**src/rtl/iis_pkg.sv**
```systemverilog
`default_nettype none
// ============================================================================
//  Module      : iis_pkg
//  Description : Shared types and constants for the I2S receive front-end.
//                - state_t : receiver state (IDLE / SYNC / RUN)
//                - frame_t : packed {left,right} frame at the default width
//                - c_sync_stages : flip-flop stages on each pad input
//  Revision    : 1.0 - initial release
// ============================================================================
package iis_pkg;

    localparam int c_sync_stages       = 2;
    localparam int c_default_data_width = 16;

    typedef enum logic [1:0] {
        IDLE = 2'd0,
        SYNC = 2'd1,
        RUN  = 2'd2
    } state_t;

    typedef logic [2*c_default_data_width-1:0] frame_t;

endpackage : iis_pkg
`default_nettype wire

```
**src/rtl/iis_rx_fifo.sv**
```systemverilog
`default_nettype none
// ============================================================================
//  Module      : iis_rx_fifo
//  Description : Generic synchronous show-ahead FIFO. Pointers carry one
//                extra wrap bit so full and empty are distinguishable.
//                Ports:
//                  clk, rst_n      clock, asynchronous active-low reset
//                  i_flush         empties the FIFO (wins over push)
//                  i_push/i_push_data  write request and data
//                  i_pop           read request (ignored when empty)
//                  o_pop_data      head entry, zero when empty
//                  o_full/o_empty  status
//                  o_level         number of entries held
//  Revision    : 1.0 - initial release
// ============================================================================
module iis_rx_fifo #(
    parameter int DEPTH = 4,
    parameter int WIDTH = 32
) (
    input  logic                     clk,
    input  logic                     rst_n,
    input  logic                     i_flush,
    input  logic                     i_push,
    input  logic [WIDTH-1:0]         i_push_data,
    input  logic                     i_pop,
    output logic [WIDTH-1:0]         o_pop_data,
    output logic                     o_full,
    output logic                     o_empty,
    output logic [$clog2(DEPTH):0]   o_level
);

    localparam int c_aw = $clog2(DEPTH);

    logic [c_aw:0]      r_wr_ptr;
    logic [c_aw:0]      r_rd_ptr;
    logic [WIDTH-1:0]   r_mem [DEPTH];

    logic               w_empty;
    logic               w_full;
    logic               w_do_pop;
    logic               w_do_push;

    assign w_empty   = (r_wr_ptr == r_rd_ptr);
    assign w_full    = (r_wr_ptr[c_aw] != r_rd_ptr[c_aw]) &&
                       (r_wr_ptr[c_aw-1:0] == r_rd_ptr[c_aw-1:0]);
    assign w_do_pop  = i_pop & ~w_empty;
    // A pop in the same cycle frees a slot, so a push into a full FIFO succeeds.
    assign w_do_push = i_push & (~w_full | w_do_pop);

    always_ff @(posedge clk or negedge rst_n) begin
        if (!rst_n) begin
            r_wr_ptr <= '0;
            r_rd_ptr <= '0;
        end else if (i_flush) begin
            r_wr_ptr <= '0;
            r_rd_ptr <= '0;
        end else begin
            if (w_do_push) r_wr_ptr <= r_wr_ptr + 1'b1;
            if (w_do_pop)  r_rd_ptr <= r_rd_ptr + 1'b1;
        end
    end

    always_ff @(posedge clk) begin
        if (w_do_push && !i_flush) r_mem[r_wr_ptr[c_aw-1:0]] <= i_push_data;
    end

    // Head is masked while empty so stale storage never reaches the output.
    assign o_pop_data = w_empty ? '0 : r_mem[r_rd_ptr[c_aw-1:0]];
    assign o_full     = w_full;
    assign o_empty    = w_empty;
    assign o_level    = r_wr_ptr - r_rd_ptr;

endmodule : iis_rx_fifo
`default_nettype wire

```
**src/rtl/iis_rx_core.sv**
```systemverilog
`default_nettype none
// ============================================================================
//  Module      : iis_rx_core
//  Description : I2S stereo receiver. Synchronises SCK/WS/SD pad inputs,
//                aligns to the start of a left word, deserialises MSB-first
//                words (truncated / zero-padded to DATA_WIDTH) and queues
//                {left,right} frames in a show-ahead FIFO.
//                Ports:
//                  clk_i, rst_n        clock, asynchronous active-low reset
//                  en_i                receiver enable
//                  sck_i, ws_i, sd_i   asynchronous I2S pad inputs
//                  sample_o            FIFO head {left,right}
//                  sample_valid_o      FIFO non-empty
//                  sample_ready_i      pop when valid & ready
//                  fifo_level_o        entries held
//                  overflow_o          sticky frame-dropped flag
//                  clr_ovf_i           clears overflow_o
//  Revision    : 1.0 - initial release
// ============================================================================
module iis_rx_core
    import iis_pkg::*;
#(
    parameter int DATA_WIDTH = 16,
    parameter int FIFO_DEPTH = 4
) (
    input  logic                           clk_i,
    input  logic                           rst_n,
    input  logic                           en_i,
    input  logic                           sck_i,
    input  logic                           ws_i,
    input  logic                           sd_i,
    output logic [2*DATA_WIDTH-1:0]        sample_o,
    output logic                           sample_valid_o,
    input  logic                           sample_ready_i,
    output logic [$clog2(FIFO_DEPTH):0]    fifo_level_o,
    output logic                           overflow_o,
    input  logic                           clr_ovf_i
);

    localparam int                      c_cnt_w  = $clog2(DATA_WIDTH + 1);
    localparam logic [c_cnt_w-1:0]      c_cnt_max = c_cnt_w'(DATA_WIDTH);
    localparam logic [DATA_WIDTH-1:0]   c_msb    = {1'b1, {(DATA_WIDTH-1){1'b0}}};

    // ------------------------------------------------------------------
    // Pad synchronisers and SCK rising-edge detect
    // ------------------------------------------------------------------
    logic [c_sync_stages-1:0] r_sck_sync;
    logic [c_sync_stages-1:0] r_ws_sync;
    logic [c_sync_stages-1:0] r_sd_sync;
    logic                     r_sck_d;
    logic                     w_sck;
    logic                     w_ws;
    logic                     w_sd;
    logic                     w_sck_rise;

    always_ff @(posedge clk_i or negedge rst_n) begin
        if (!rst_n) begin
            r_sck_sync <= '0;
            r_ws_sync  <= '0;
            r_sd_sync  <= '0;
            r_sck_d    <= 1'b0;
        end else begin
            r_sck_sync <= {r_sck_sync[c_sync_stages-2:0], sck_i};
            r_ws_sync  <= {r_ws_sync[c_sync_stages-2:0], ws_i};
            r_sd_sync  <= {r_sd_sync[c_sync_stages-2:0], sd_i};
            r_sck_d    <= w_sck;
        end
    end

    assign w_sck      = r_sck_sync[c_sync_stages-1];
    assign w_ws       = r_ws_sync[c_sync_stages-1];
    assign w_sd       = r_sd_sync[c_sync_stages-1];
    assign w_sck_rise = w_sck & ~r_sck_d;

    // WS seen at the previous SCK edge; the current bit belongs to it.
    logic r_ws_prev;

    always_ff @(posedge clk_i or negedge rst_n) begin
        if (!rst_n)          r_ws_prev <= 1'b0;
        else if (w_sck_rise) r_ws_prev <= w_ws;
    end

    // ------------------------------------------------------------------
    // Control FSM
    // ------------------------------------------------------------------
    state_t r_state;
    state_t w_state_next;
    logic   w_clear;
    logic   w_align;
    logic   w_run_edge;
    logic   w_left_start;

    // Right-to-left WS transition: the edge carrying the right LSB.
    assign w_left_start = w_sck_rise & r_ws_prev & ~w_ws;

    always_ff @(posedge clk_i or negedge rst_n) begin
        if (!rst_n) r_state <= IDLE;
        else        r_state <= w_state_next;
    end

    always_comb begin
        w_state_next = r_state;
        if (!en_i) begin
            w_state_next = IDLE;
        end else begin
            case (r_state)
                IDLE:    w_state_next = SYNC;
                SYNC:    if (w_left_start) w_state_next = RUN;
                RUN:     w_state_next = RUN;
                default: w_state_next = IDLE;
            endcase
        end
    end

    always_comb begin
        w_clear    = ~en_i;
        w_align    = en_i & (r_state == SYNC) & w_left_start;
        w_run_edge = en_i & (r_state == RUN) & w_sck_rise;
    end

    // ------------------------------------------------------------------
    // Deserialiser
    // ------------------------------------------------------------------
    logic [DATA_WIDTH-1:0]   r_shreg;
    logic [c_cnt_w-1:0]      r_bit_cnt;
    logic [DATA_WIDTH-1:0]   r_left_hold;
    logic                    r_left_ok;
    logic                    r_push;
    logic [2*DATA_WIDTH-1:0] r_push_data;
    logic [DATA_WIDTH-1:0]   w_mask;
    logic [DATA_WIDTH-1:0]   w_shreg_next;

    // Mask walks from MSB down; once bit_cnt reaches DATA_WIDTH it is all
    // zero, which discards the excess bits of long words.
    assign w_mask       = c_msb >> r_bit_cnt;
    assign w_shreg_next = r_shreg | (w_sd ? w_mask : '0);

    always_ff @(posedge clk_i or negedge rst_n) begin
        if (!rst_n) begin
            r_shreg     <= '0;
            r_bit_cnt   <= '0;
            r_left_hold <= '0;
            r_left_ok   <= 1'b0;
            r_push      <= 1'b0;
            r_push_data <= '0;
        end else if (w_clear) begin
            r_shreg     <= '0;
            r_bit_cnt   <= '0;
            r_left_ok   <= 1'b0;
            r_push      <= 1'b0;
        end else begin
            r_push <= 1'b0;
            if (w_align) begin
                r_shreg   <= '0;
                r_bit_cnt <= '0;
                r_left_ok <= 1'b0;
            end else if (w_run_edge) begin
                if (w_ws != r_ws_prev) begin
                    if (!r_ws_prev) begin
                        r_left_hold <= w_shreg_next;
                        r_left_ok   <= 1'b1;
                    end else if (r_left_ok) begin
                        r_push_data <= {r_left_hold, w_shreg_next};
                        r_push      <= 1'b1;
                        r_left_ok   <= 1'b0;
                    end
                    r_shreg   <= '0;
                    r_bit_cnt <= '0;
                end else begin
                    r_shreg <= w_shreg_next;
                    if (r_bit_cnt != c_cnt_max) r_bit_cnt <= r_bit_cnt + 1'b1;
                end
            end
        end
    end

    // ------------------------------------------------------------------
    // Frame FIFO and overflow flag
    // ------------------------------------------------------------------
    logic w_full;
    logic w_empty;
    logic w_pop;
    logic w_drop;
    logic r_overflow;

    assign w_pop  = sample_ready_i & ~w_empty;
    assign w_drop = r_push & w_full & ~w_pop & ~w_clear;

    iis_rx_fifo #(
        .DEPTH (FIFO_DEPTH),
        .WIDTH (2*DATA_WIDTH)
    ) u_fifo (
        .clk         (clk_i),
        .rst_n       (rst_n),
        .i_flush     (w_clear),
        .i_push      (r_push),
        .i_push_data (r_push_data),
        .i_pop       (w_pop),
        .o_pop_data  (sample_o),
        .o_full      (w_full),
        .o_empty     (w_empty),
        .o_level     (fifo_level_o)
    );

    // Set has priority over clear so a coincident drop is never lost.
    always_ff @(posedge clk_i or negedge rst_n) begin
        if (!rst_n)         r_overflow <= 1'b0;
        else if (w_drop)    r_overflow <= 1'b1;
        else if (clr_ovf_i) r_overflow <= 1'b0;
    end

    assign sample_valid_o = ~w_empty;
    assign overflow_o     = r_overflow;

endmodule : iis_rx_core
`default_nettype wire

```
**config.mk**
```make
export PLATFORM = sky130hd
export DESIGN_NAME = iis_rx_core
export DESIGN_NICKNAME = d
export VERILOG_FILES = /design/src/rtl/iis_pkg.sv /design/src/rtl/iis_rx_fifo.sv /design/src/rtl/iis_rx_core.sv
export SDC_FILE = /design/constraint.sdc
export NUM_CORES = 1
export LEC_CHECK = 0
export ABC_AREA = 1
export BUFFER_PORTS_ARGS = -buffer_cell sky130_fd_sc_hd__buf_2
export CORE_MARGIN = 2
export CORE_UTILIZATION = 35
export DETAILED_ROUTE_END_ITERATION = 10
export GPL_TIMING_DRIVEN = 1
export HOLD_SLACK_MARGIN = 0.03
export REMOVE_ABC_BUFFERS = 1
export SETUP_SLACK_MARGIN = 0.02
export SLEW_MARGIN = 20
export SYNTH_ARGS = -nofsm -noshare
export SYNTH_HDL_FRONTEND = slang
export SYNTH_SLANG_ARGS = --single-unit
```
**constraint.sdc**
```tcl
create_clock -name clk_i -period 3.55 [get_ports clk_i]
set_clock_uncertainty 0.05 [all_clocks]
set_input_delay 0.71 -clock clk_i [delete_from_list [all_inputs] [get_ports clk_i]]
set_output_delay 0.71 -clock clk_i [all_outputs]
set_load 0.02 [all_outputs]
```
==> results.txt, run 1 <==
Pwr Density: 497 nW/µm²
Chip Width: 165 µm
Fin crit period: 3.03 ns
Largest net degree at the start of global routing: 46
Yosys warning count: 0
GRT Util Overall: 0.147
Vias in the first global route: 5722
Distinct cell type count after synthesis: 31
Hold Vio Cnt, Final: 0
Total power: 5.17 mW
CP endpoint kind: output port
Clk sinks: 216
Worst-case clock buffer depth: 3
Overflow after GRT: 0
Hold-fix buffers, CTS: 0
Resized Gates After CTS: 0
Switch Pwr: 1.10 mW
Clock latency at the later pin of the worst-skew pair: 0.50 ns
Highest-delay cell along the critical path: dfrtp_1
Remaining DRCs: 0
Req. time, crit path: 2.79 ns
Leading cell type in the layout, fill and taps excluded: nand2_1
Ant. Diodes: 0
Mapped cell area: 9050 µm²
# Max-Cap Violations: 0
Slew HR: 0.561
HPWL after DPL: 12000 µm
Core area: 25300 µm²
Internal power: 4.07 mW
Multi-input logic area: 2610 µm²
Seq pwr share: 0.521
Global-route wire length before repair: 31200 µm
Worst Hold Class: in -> async
IO Pins: 45
Leading area contributor after synthesis: edfxtp_1
Root Buffer: clkbuf_16
Reg area: 6050 µm²
CP Launch Type: register
Final Slew Violations: 0
Kind of critical path: reg -> out
Comb pwr share: 0.040
Routed vias/inst: 4.81
FMAX: 0.330 GHz
Post-CTS Setup Inserts: 0
Clk slew on worst S/H paths: 0.06 ns
Final #Nets: 927
WHS: 0.168 ns
Routability cong.: 0.839
CTS tree: done
Routed wire length per instance: 15.6 µm
Fin area: 10400 µm²
Final setup margin: 0.524 ns
Top cells by area, synth: edfxtp_1, dfrtp_1, nand2_1
Crit path max fanout: 24
Fraction of layout cells with a size suffix above 1: 0.132
Fillcell total: 2453
Die area: 27200 µm²
Worst R2R Path Depth: 8
Status: finished, final reports clean
Row cnt: 58
Ordered list of cells on the worst path: inv_1, ha_1, nand2_1, nor2_4, buf_12, a21oi_1, buf_2
Avg Synthesized Cell Area: 10.6 µm²
Antenna violations before repair: 0
Post-route clock period utilization: 0.852
RSZ-0062 raised after global routing: no
Yosys reg bits: 216
# setup viols final: 0
VDD IR max: 0.218 mV
Seq/Total Area, Yosys: 0.668
Routed WL: 19400 µm
Area delta synth->final: 15.0%
Most frequent cells in the layout: nand2_1, nor2_1, edfxtp_1
Leak: 4.28 nW
Clock share of power: 0.438
Pre-CTS WS: 0.965 ns
Slew @ Worst Pin: 0.654 ns
H-tree depth: 1
DR vias: 5998
Sw frac: 0.213
WP data arrival: 2.27 ns
Cells after Synth: 858
Routed Antenna Nets: 0
Share of the synthesized area in the top cell type: 0.425
Num CTS Buffers: 22
Initial DRC count: 455
Worst path max stage delay: 0.41 ns
Final setup TNS: 0 ns
Pre-Repair DR Iteration Count: 5
# port buffers: 44
Initial core utilization: 0.359
Die extent in y: 165 µm
Cell Area, Placed: 9680 µm²
critical path: cells and delay by family, from the launching register on:
family,cells,cell delay (ns)
AOI/OAI and AO/OA,1,0.06
adders and majority gates,1,0.30
and+or+nand+nor,2,0.49
DFF,1,0.41
buffers and inverters,3,0.50
kinds of logic after synthesis:
kind of cell / after synthesis / synth area share
flops: 216 / 0.668
xor+xnor: 3 / 0.00290
fa+ha+maj: 17 / 0.0243
buf+inv: 99 / 0.0466
compound gates: 168 / 0.0974
simple gates: 355 / 0.161
area by class of cell:
class                      count  share of cell area
multi-input combinational    543               0.251
tap                          330              0.0397
sequential                   216               0.581
timing repair buffer          61              0.0373
inverter                      58              0.0209
clock buffer                  33              0.0657
clock inverter                 7             0.00481
state kept, by name (all words and copies together) (netlist names), 2 cells and up:
signal           flops
r_left_hold         16
r_sck_sync           2
r_ws_sync            2
u_fifo.r_wr_ptr      3
r_shreg             16
r_bit_cnt            5
r_state              2
r_push_data         32
u_fifo.r_mem       128
r_sd_sync            2
u_fifo.r_rd_ptr      3
routing by layer:
metal / up-vias / share of wire / global-route usage
met3: 36 / 0.049 / 0.0226
met4: 0 / 0.021 / 0.0391
met1: 2853 / 0.46 / 0.203
met2: 142 / 0.47 / 0.242
li1: 2967 / - / -
met5: - / 0 / 0
final timing paths:
kind                                                 from                        endpoint  slack [ns]
max in group asynchronous                           rst_n  u_fifo.r_rd_ptr[0]$_DFFE_PN0P_        2.63
setup reg to reg           u_fifo.r_wr_ptr[0]$_DFFE_PN0P_   u_fifo.r_mem[1][30]$_DFFE_PP_        0.96
hold reg to reg                    r_ws_sync[0]$_DFF_PN0_          r_ws_sync[1]$_DFF_PN0_        0.30
setup / recovery           u_fifo.r_wr_ptr[0]$_DFFE_PN0P_                    sample_o[31]        0.52
hold / removal                                      rst_n     r_push_data[20]$_DFFE_PN0P_        0.17
min in group clk_i                                   sd_i          r_sd_sync[0]$_DFF_PN0_        0.26
cell usage after synthesis, drive strengths merged:
| cell | count |
|---|---|
| a21oi | 43 |
| buf | 26 |
| clkbuf | 15 |
| clkinv | 2 |
| dfrtp | 88 |
| edfxtp | 128 |
| fa | 1 |
| ha | 16 |
| inv | 56 |
| nand2 | 151 |
| nand3 | 42 |
| nand4 | 3 |
| nor2 | 155 |
| nor3 | 3 |
| o211ai | 4 |
| o21ai | 114 |
| o21bai | 6 |
| o22ai | 1 |
| or2 | 1 |
| xor2 | 3 |
metrics by stage:
stage	cells	util
3_5_place_dp	1208	0.383
6_report	1248	0.412
5_1_grt	1248	0.412
3_3_place_gp	1208	0.383
4_1_cts	1248	0.412
2_1_floorplan	817	-
power by group through the flow:
stage | combinational, mW | clock [mW] | sequential, mW
CTS | 0.213 | 2.32 | 2.69
detailed placement | 0.212 | 0 | 2.74
global route | 0.242 | 2.43 | 2.70
finish | 0.209 | 2.27 | 2.69
global placement | 0.208 | 0 | 2.74
floorplan | 0.137 | 0 | 2.74
Note: power is estimated with default switching activity, not from simulation.
==> inputs of run 2 (changes only) <==
==> constraint.sdc (replaced) <==
create_clock -name clk_i -period 2.57 [get_ports clk_i]
set_clock_uncertainty 0.05 [all_clocks]
set_input_delay 0.514 -clock clk_i [delete_from_list [all_inputs] [get_ports clk_i]]
set_output_delay 0.514 -clock clk_i [all_outputs]
set_load 0.02 [all_outputs]
==> run 2 against run 1 <==
Net effect:
- cell count grew 1.0%
- sequential power grew 38%
- clock power grew 34%
- global-route usage grew 0.73 points
- via count grew 1.1%
- critical path type unchanged
- critical endpoint is now sample_o[9]
==> results.txt, run 2 (synthesized netlist as in run 1, its figures left out) <==
Chip Width: 165 µm (unchanged)
FMAX: 0.393 GHz
Req. time, crit path: 2.01 ns (was 2.79 ns)
Fillcell total: 2404 (was 2453)
Routability cong.: 0.846 (was 0.839)
Remaining DRCs: 0 (unchanged)
Die area: 27200 µm² (unchanged)
Worst-case clock buffer depth: 3 (unchanged)
Ant. Diodes: 0 (unchanged)
Worst R2R Path Depth: 8 (unchanged)
HP Start: sd_i
Met1 Use GR: 0.206 (was 0.203)
Most frequent cells in the layout: nand2_1, nor2_1, edfxtp_1 (unchanged)
GRT Util Overall: 0.154 (was 0.147)
Met2 GRT Util: 0.263 (was 0.242)
IO Pins: 45 (unchanged)
Hold Vio Cnt, Final: 0 (unchanged)
# port buffers: 44 (unchanged)
RSZ-0062 raised after global routing: yes (was no)
Pwr Density: 653 nW/µm² (was 497 nW/µm²)
Global-route wire length before repair: 32600 µm (was 31200 µm)
CP Launch Type: register (unchanged)
Crit path max fanout: 10 (was 24)
Core area: 25300 µm² (unchanged)
Pre-CTS WS: 0.168 ns (was 0.965 ns)
Vias in the first global route: 5977 (was 5722)
Slew @ Worst Pin: 0.697 ns (was 0.654 ns)
Leading cell type in the layout, fill and taps excluded: nand2_1 (unchanged)
Pre-Repair DR Iteration Count: 8 (was 5)
Die extent in y: 165 µm (unchanged)
Worst R2R Setup Slack: 0.32 ns (was 0.96 ns)
Leak: 4.39 nW (was 4.28 nW)
Num CTS Buffers: 23 (was 22)
Global Route met3 Usage: 0.0259 (was 0.0226)
Hold EP: r_sd_sync[0]$_DFF_PN0_
# Max-Cap Violations: 0 (unchanged)
Worst hold stages: 1
Cell Area, Placed: 9750 µm² (was 9680 µm²)
Final setup margin: 0.0275 ns (was 0.524 ns)
Final Slew Violations: 0 (unchanged)
Routed Antenna Nets: 0 (unchanged)
Row cnt: 58 (unchanged)
Kind of critical path: reg -> out (unchanged)
Slew HR: 0.531 (was 0.561)
Routed WL: 20700 µm (was 19400 µm)
Routed vias/inst: 4.81 (about the same)
Final setup TNS: 0 ns (unchanged)
FF-to-FF End: u_fifo.r_mem[1][10]$_DFFE_PP_ (was u_fifo.r_mem[1][30]$_DFFE_PP_)
Status: finished, final reports clean (unchanged)
Clk sinks: 216 (unchanged)
Largest net degree at the start of global routing: 56 (was 46)
Worst Hold Class: in -> reg (was in -> async)
Clock latency at the later pin of the worst-skew pair: 0.50 ns (about the same)
CP endpoint kind: output port (unchanged)
Most Crowded Layer GR: met2 (unchanged)
Max reg flops: 128 (unchanged)
Fraction of layout cells with a size suffix above 1: 0.151 (was 0.132)
Area delta synth->final: 19.4% (was 15.0%)
Overflow after GRT: 0 (unchanged)
Antenna violations before repair: 0 (unchanged)
# setup viols final: 0 (unchanged)
Post-route clock period utilization: 0.989
HPWL after DPL: 12000 µm (about the same)
WP data arrival: 1.98 ns (was 2.27 ns)
Routed wire length per instance: 16.4 µm (was 15.6 µm)
Fin area: 10800 µm² (was 10400 µm²)
Fin crit period: 2.54 ns
Critical R2R Launch: u_fifo.r_rd_ptr[1]$_DFFE_PN0P_ (was u_fifo.r_wr_ptr[0]$_DFFE_PN0P_)
Final #Nets: 940 (was 927)
DR vias: 6062 (was 5998)
Initial core utilization: 0.359 (unchanged)
Clk slew on worst S/H paths: 0.06 ns (about the same)
Root Buffer: clkbuf_16 (unchanged)
H-tree depth: 1 (unchanged)
Initial DRC count: 473 (was 455)
CTS tree: done (unchanged)
VDD IR max: 0.363 mV (was 0.218 mV)
## run 2: changes by cell type in the layout (fill, tap and decap cells not counted), moves of 3 or more
| cell | previous run | this run |
|---|---|---|
| buf_2 | 43 | 12 |
| clkinv_1 | 2 | 7 |
| clkbuf_8 | 5 | 0 |
| buf_16 | 0 | 3 |
| buf_4 | 15 | 44 |
| buf_12 | 3 | 11 |
| a21oi_1 | 43 | 34 |
| o21ai_0 | 103 | 98 |
| o21ai_1 | 7 | 12 |
| a21oi_2 | 0 | 8 |
## run 2: worst max-delay path by stage
stage,from,endpoint,slack [ns],depth (start not counted)
after floorplan,u_fifo.r_rd_ptr[1]$_DFFE_PN0P_,u_fifo.r_mem[0][0]$_DFFE_PP_,-1.77,7
after global placement,u_fifo.r_wr_ptr[0]$_DFFE_PN0P_,u_fifo.r_mem[1][19]$_DFFE_PP_,0.23,8
after detailed placement,u_fifo.r_wr_ptr[0]$_DFFE_PN0P_,u_fifo.r_mem[1][21]$_DFFE_PP_,0.17,8
after CTS,u_fifo.r_rd_ptr[0]$_DFFE_PN0P_,sample_o[23],0.004,6
after global routing,u_fifo.r_rd_ptr[1]$_DFFE_PN0P_,sample_o[25],-0.05,8
final,u_fifo.r_rd_ptr[1]$_DFFE_PN0P_,sample_o[9],0.03,8
## run 2: layer usage
metal | vias up | share of wire
met1 | 2895 | 0.45
met2 | 145 | 0.48
li1 | 2996 | -
met3 | 26 | 0.053
met4 | 0 | 0.015
met5 | - | 0
## run 2: layout make-up
cell class                      count  area [µm²]  share of cell area
Sequential cell                   216        6050               0.559
Timing Repair Buffer               73         753              0.0697
Multi-Input combinational cell    543        2680               0.248
Inverter                           58         220              0.0204
Clock buffer                       28         594              0.0550
Tap cell                          330         413              0.0382
Clock inverter                     13         101             0.00937
## run 2: repair_timing
| item | 4_1_cts | 5_1_grt |
|---|---|---|
| hold endpoints to repair | 33 | 0 |
| hold buffers | 1 | 0 |
| pin swaps | 0 | 7 |
| resized for setup | 19 | 43 |
| endpoints found under the setup margin | 35 | 34 |
| buffers inserted | 2 | 2 |
| cloned | 3 | 2 |
## run 2: stage by stage
step,cells,power (mW),hold WS (ns),utilization
floorplan,817,3.97,0.168,-
finish,1261,7.06,0.0744,0.428
global route,1261,7.31,0.0558,0.428
global placement,1211,4.08,0.282,0.386
CTS,1258,7.14,0.0557,0.421
detailed placement,1211,4.09,0.285,0.386
## run 2: critical path, cell delays in order (launching register included)
cell	delay, ns
dfrtp_1	0.34
clkinv_1	0.14
ha_4	0.27
nand2_2	0.08
nor2_4	0.04
buf_12	0.14
clkbuf_16	0.17
a21oi_1	0.14
buf_4	0.16
## run 2: report_power, final
group / total [mW] / leakage, nW / switching (mW) / internal (mW)
registers: 3.72 / 2.23 / 0.0308 / 3.69
clock network: 3.05 / 0.338 / 1.30 / 1.75
logic: 0.294 / 1.83 / 0.209 / 0.0855
==> inputs of run 3 (changes only) <==
--- a/config.mk
+++ b/config.mk
@@ -6,7 +6,7 @@
 export NUM_CORES = 1
 export LEC_CHECK = 0
 export ABC_AREA = 1
-export BUFFER_PORTS_ARGS = -buffer_cell sky130_fd_sc_hd__buf_2
+export BUFFER_PORTS_ARGS = -buffer_cell sky130_fd_sc_hd__buf_4
 export CORE_MARGIN = 2
 export CORE_UTILIZATION = 35
 export DETAILED_ROUTE_END_ITERATION = 10
==> run 3 against run 2 <==
Net effect:
- routed wire length is 0.55% higher
- fmax is 0.64% lower
- worst hold slack worse by 0.010 ns
- sequential power hardly changed
- final area is 4.0% higher
- global-route usage is 0.30 points lower
- cell count is 0.24% higher
- sequential share of layout area is 2.1 points lower
- count of clock-buffer cells in the layout is 4 higher
- worst setup slack worse by 0.016 ns
- highest routed layer unchanged
==> results.txt, run 3 (synthesized netlist as in run 1, its figures left out) <==
DR vias: 6189 (was 6062)
Clock share of power: 0.494 (was 0.432)
Leading cell type in the layout, fill and taps excluded: nand2_1 (unchanged)
Leak: 4.52 nW (was 4.39 nW)
Buf/Inv on CP: 3 (was 4)
Routed WL: 20800 µm (was 20700 µm)
Ordered list of cells on the worst path: ha_4, nand2_4, nor2_4, buf_12, clkbuf_16, a21oi_4, buf_6 (was clkinv_1, ha_4, nand2_2, nor2_4, buf_12, clkbuf_16, a21oi_1, buf_4)
Overflow after GRT: 0 (unchanged)
Worst R2R Path Depth: 7 (was 8)
Routed Antenna Nets: 0 (unchanged)
Status: finished, final reports clean (unchanged)
Highest-delay cell along the critical path: dfrtp_2 (was dfrtp_1)
Clk sinks: 216 (unchanged)
Core area: 25300 µm² (unchanged)
Worst path max stage delay: 0.47 ns (was 0.34 ns)
Fraction of layout cells with a size suffix above 1: 0.187 (was 0.151)
Layout Utilization: 0.445 (was 0.428)
# setup viols final: 0 (unchanged)
CP Launch Type: register (unchanged)
Remaining DRCs: 0 (unchanged)
H-tree depth: 1 (unchanged)
Initial core utilization: 0.359 (unchanged)
Clk slew on worst S/H paths: 0.06 ns (about the same)
Die extent in y: 165 µm (unchanged)
Final setup margin: 0.0110 ns (was 0.0275 ns)
VDD IR max: 0.348 mV (was 0.363 mV)
Internal power: 6.36 mW (was 5.53 mW)
Row cnt: 58 (unchanged)
# port buffers: 44 (unchanged)
Hold EP: r_ws_sync[0]$_DFF_PN0_ (was r_sd_sync[0]$_DFF_PN0_)
Comb pwr share: 0.038 (was 0.042)
Routed wire length per instance: 16.5 µm (was 16.4 µm)
CTS tree: done (unchanged)
Chip Width: 165 µm (unchanged)
Slew HR: 0.495 (was 0.531)
Critical R2R Launch: u_fifo.r_rd_ptr[0]$_DFFE_PN0P_ (was u_fifo.r_rd_ptr[1]$_DFFE_PN0P_)
Most frequent cells in the layout: nand2_1, nor2_1, edfxtp_1 (unchanged)
WP data arrival: 2.00 ns (was 1.98 ns)
Clock latency at the later pin of the worst-skew pair: 0.50 ns (about the same)
Crit-path leading delay family: buffers and inverters (unchanged)
Slew @ Worst Pin: 0.752 ns (was 0.697 ns)
Kind of critical path: reg -> out (unchanged)
Worst hold stages: 1 (unchanged)
Ant. Diodes: 0 (unchanged)
Antenna violations before repair: 0 (unchanged)
Switch Pwr: 1.60 mW (was 1.54 mW)
Crit path max fanout: 6 (was 10)
Post-route clock period utilization: 0.996 (was 0.989)
FF-to-FF End: u_fifo.r_mem[0][16]$_DFFE_PP_ (was u_fifo.r_mem[1][10]$_DFFE_PP_)
GRT Util Overall: 0.151 (was 0.154)
FMAX: 0.391 GHz (was 0.393 GHz)
Worst R2R Setup Slack: 0.43 ns (was 0.32 ns)
Root Buffer: clkbuf_16 (unchanged)
RSZ-0062 raised after global routing: yes (unchanged)
Final #Nets: 941 (was 940)
Routability cong.: 0.844 (was 0.846)
Sw frac: 0.201 (was 0.217)
Fin crit period: 2.56 ns (was 2.54 ns)
HPWL after DPL: 12500 µm (was 12000 µm)
Seq pwr share: 0.468 (was 0.527)
Hold Vio Cnt, Final: 0 (unchanged)
CP endpoint kind: output port (unchanged)
Die area: 27200 µm² (unchanged)
Pre-Repair DR Iteration Count: 5 (was 8)
IO Pins: 45 (unchanged)
Req. time, crit path: 2.01 ns (about the same)
Routed vias/inst: 4.90 (was 4.81)
HP Start: ws_i (was sd_i)
Area delta synth->final: 24.1% (was 19.4%)
Largest net degree at the start of global routing: 39 (was 56)
Worst-case clock buffer depth: 3 (unchanged)
Initial DRC count: 524 (was 473)
# Max-Cap Violations: 0 (unchanged)
Final Slew Violations: 0 (unchanged)
Worst Hold Class: in -> reg (unchanged)
Pre-CTS WS: 0.247 ns (was 0.168 ns)
Max reg flops: 128 (unchanged)
Pwr Density: 708 nW/µm² (was 653 nW/µm²)
Num CTS Buffers: 24 (was 23)
Global-route wire length before repair: 32400 µm (was 32600 µm)
Vias in the first global route: 6062 (was 5977)
## run 3: cell count changes in the layout (fill, tap and decap cells not counted), sizes merged
cell	delta
clkinv	-6
buf	-1
inv	+1
clkbuf	+5
clkinvlp	-1
bufinv	+5
## run 3: stage by stage
| stage | cells | cell area (µm²) | power, mW | setup TNS (ns) | hold WS [ns] |
|---|---|---|---|---|---|
| after floorplan | 817 | 8850 | 3.97 | -268.85 | 0.168 |
| after global placement | 1212 | 9850 | 4.09 | 0 | 0.283 |
| after detailed placement | 1212 | 9850 | 4.09 | 0 | 0.286 |
| after CTS | 1258 | 10800 | 8.04 | 0 | 0.0411 |
| after global routing | 1264 | 11200 | 8.22 | -0.404 | 0.0452 |
| final | 1264 | 11200 | 7.95 | 0 | 0.0641 |
## run 3: worst register-to-register path, delay by kind of cell (launching register included)
kind	cells	cell delay (ns)
fa+ha+maj	1	0.26
flops	1	0.47
simple gates	5	0.81
buf+inv	1	0.25
## run 3: timing repair
| item | CTS | global route |
|---|---|---|
| setup endpoints to repair | 35 | 34 |
| gates cloned | 0 | 4 |
| pin swaps | 0 | 3 |
| hold buffers | 1 | 0 |
| gates resized for setup | 8 | 69 |
| endpoints found under the hold margin | 35 | 0 |
| buffers inserted | 1 | 2 |
## run 3: worst max path at each step
stage / start / to / slack, ns / cells past startpoint
2_1_floorplan: u_fifo.r_rd_ptr[1]$_DFFE_PN0P_ / u_fifo.r_mem[0][0]$_DFFE_PP_ / -1.77 / 7
3_3_place_gp: u_fifo.r_wr_ptr[0]$_DFFE_PN0P_ / u_fifo.r_mem[0][18]$_DFFE_PP_ / 0.29 / 8
3_5_place_dp: u_fifo.r_wr_ptr[0]$_DFFE_PN0P_ / u_fifo.r_mem[0][5]$_DFFE_PP_ / 0.25 / 8
4_1_cts: u_fifo.r_rd_ptr[0]$_DFFE_PN0P_ / sample_o[17] / 0.02 / 6
5_1_grt: u_fifo.r_rd_ptr[0]$_DFFE_PN0P_ / sample_o[4] / -0.04 / 7
6_report: u_fifo.r_rd_ptr[0]$_DFFE_PN0P_ / sample_o[4] / 0.01 / 7
## run 3: power groups by stage
stage	logic [mW]	registers, mW	clock network (mW)
2_1_floorplan	0.189	3.78	0
3_3_place_gp	0.297	3.79	0
3_5_place_dp	0.302	3.79	0
4_1_cts	0.305	3.72	4.01
5_1_grt	0.348	3.73	4.14
6_report	0.304	3.72	3.93
## run 3: cell type report
class | count | area (µm²)
Timing Repair Buffer | 73 | 822
Multi-Input combinational cell | 543 | 2800
Tap cell | 330 | 413
Inverter | 58 | 218
Clock buffer | 32 | 724
Clock inverter | 12 | 210
Sequential cell | 216 | 6050
Fill cell | 2306 | 14000
## run 3: metal layers
layer / share of wire / global-route usage
met5: 0 / 0
met4: 0.020 / 0.0415
met1: 0.46 / 0.206
met3: 0.043 / 0.0229
met2: 0.48 / 0.253
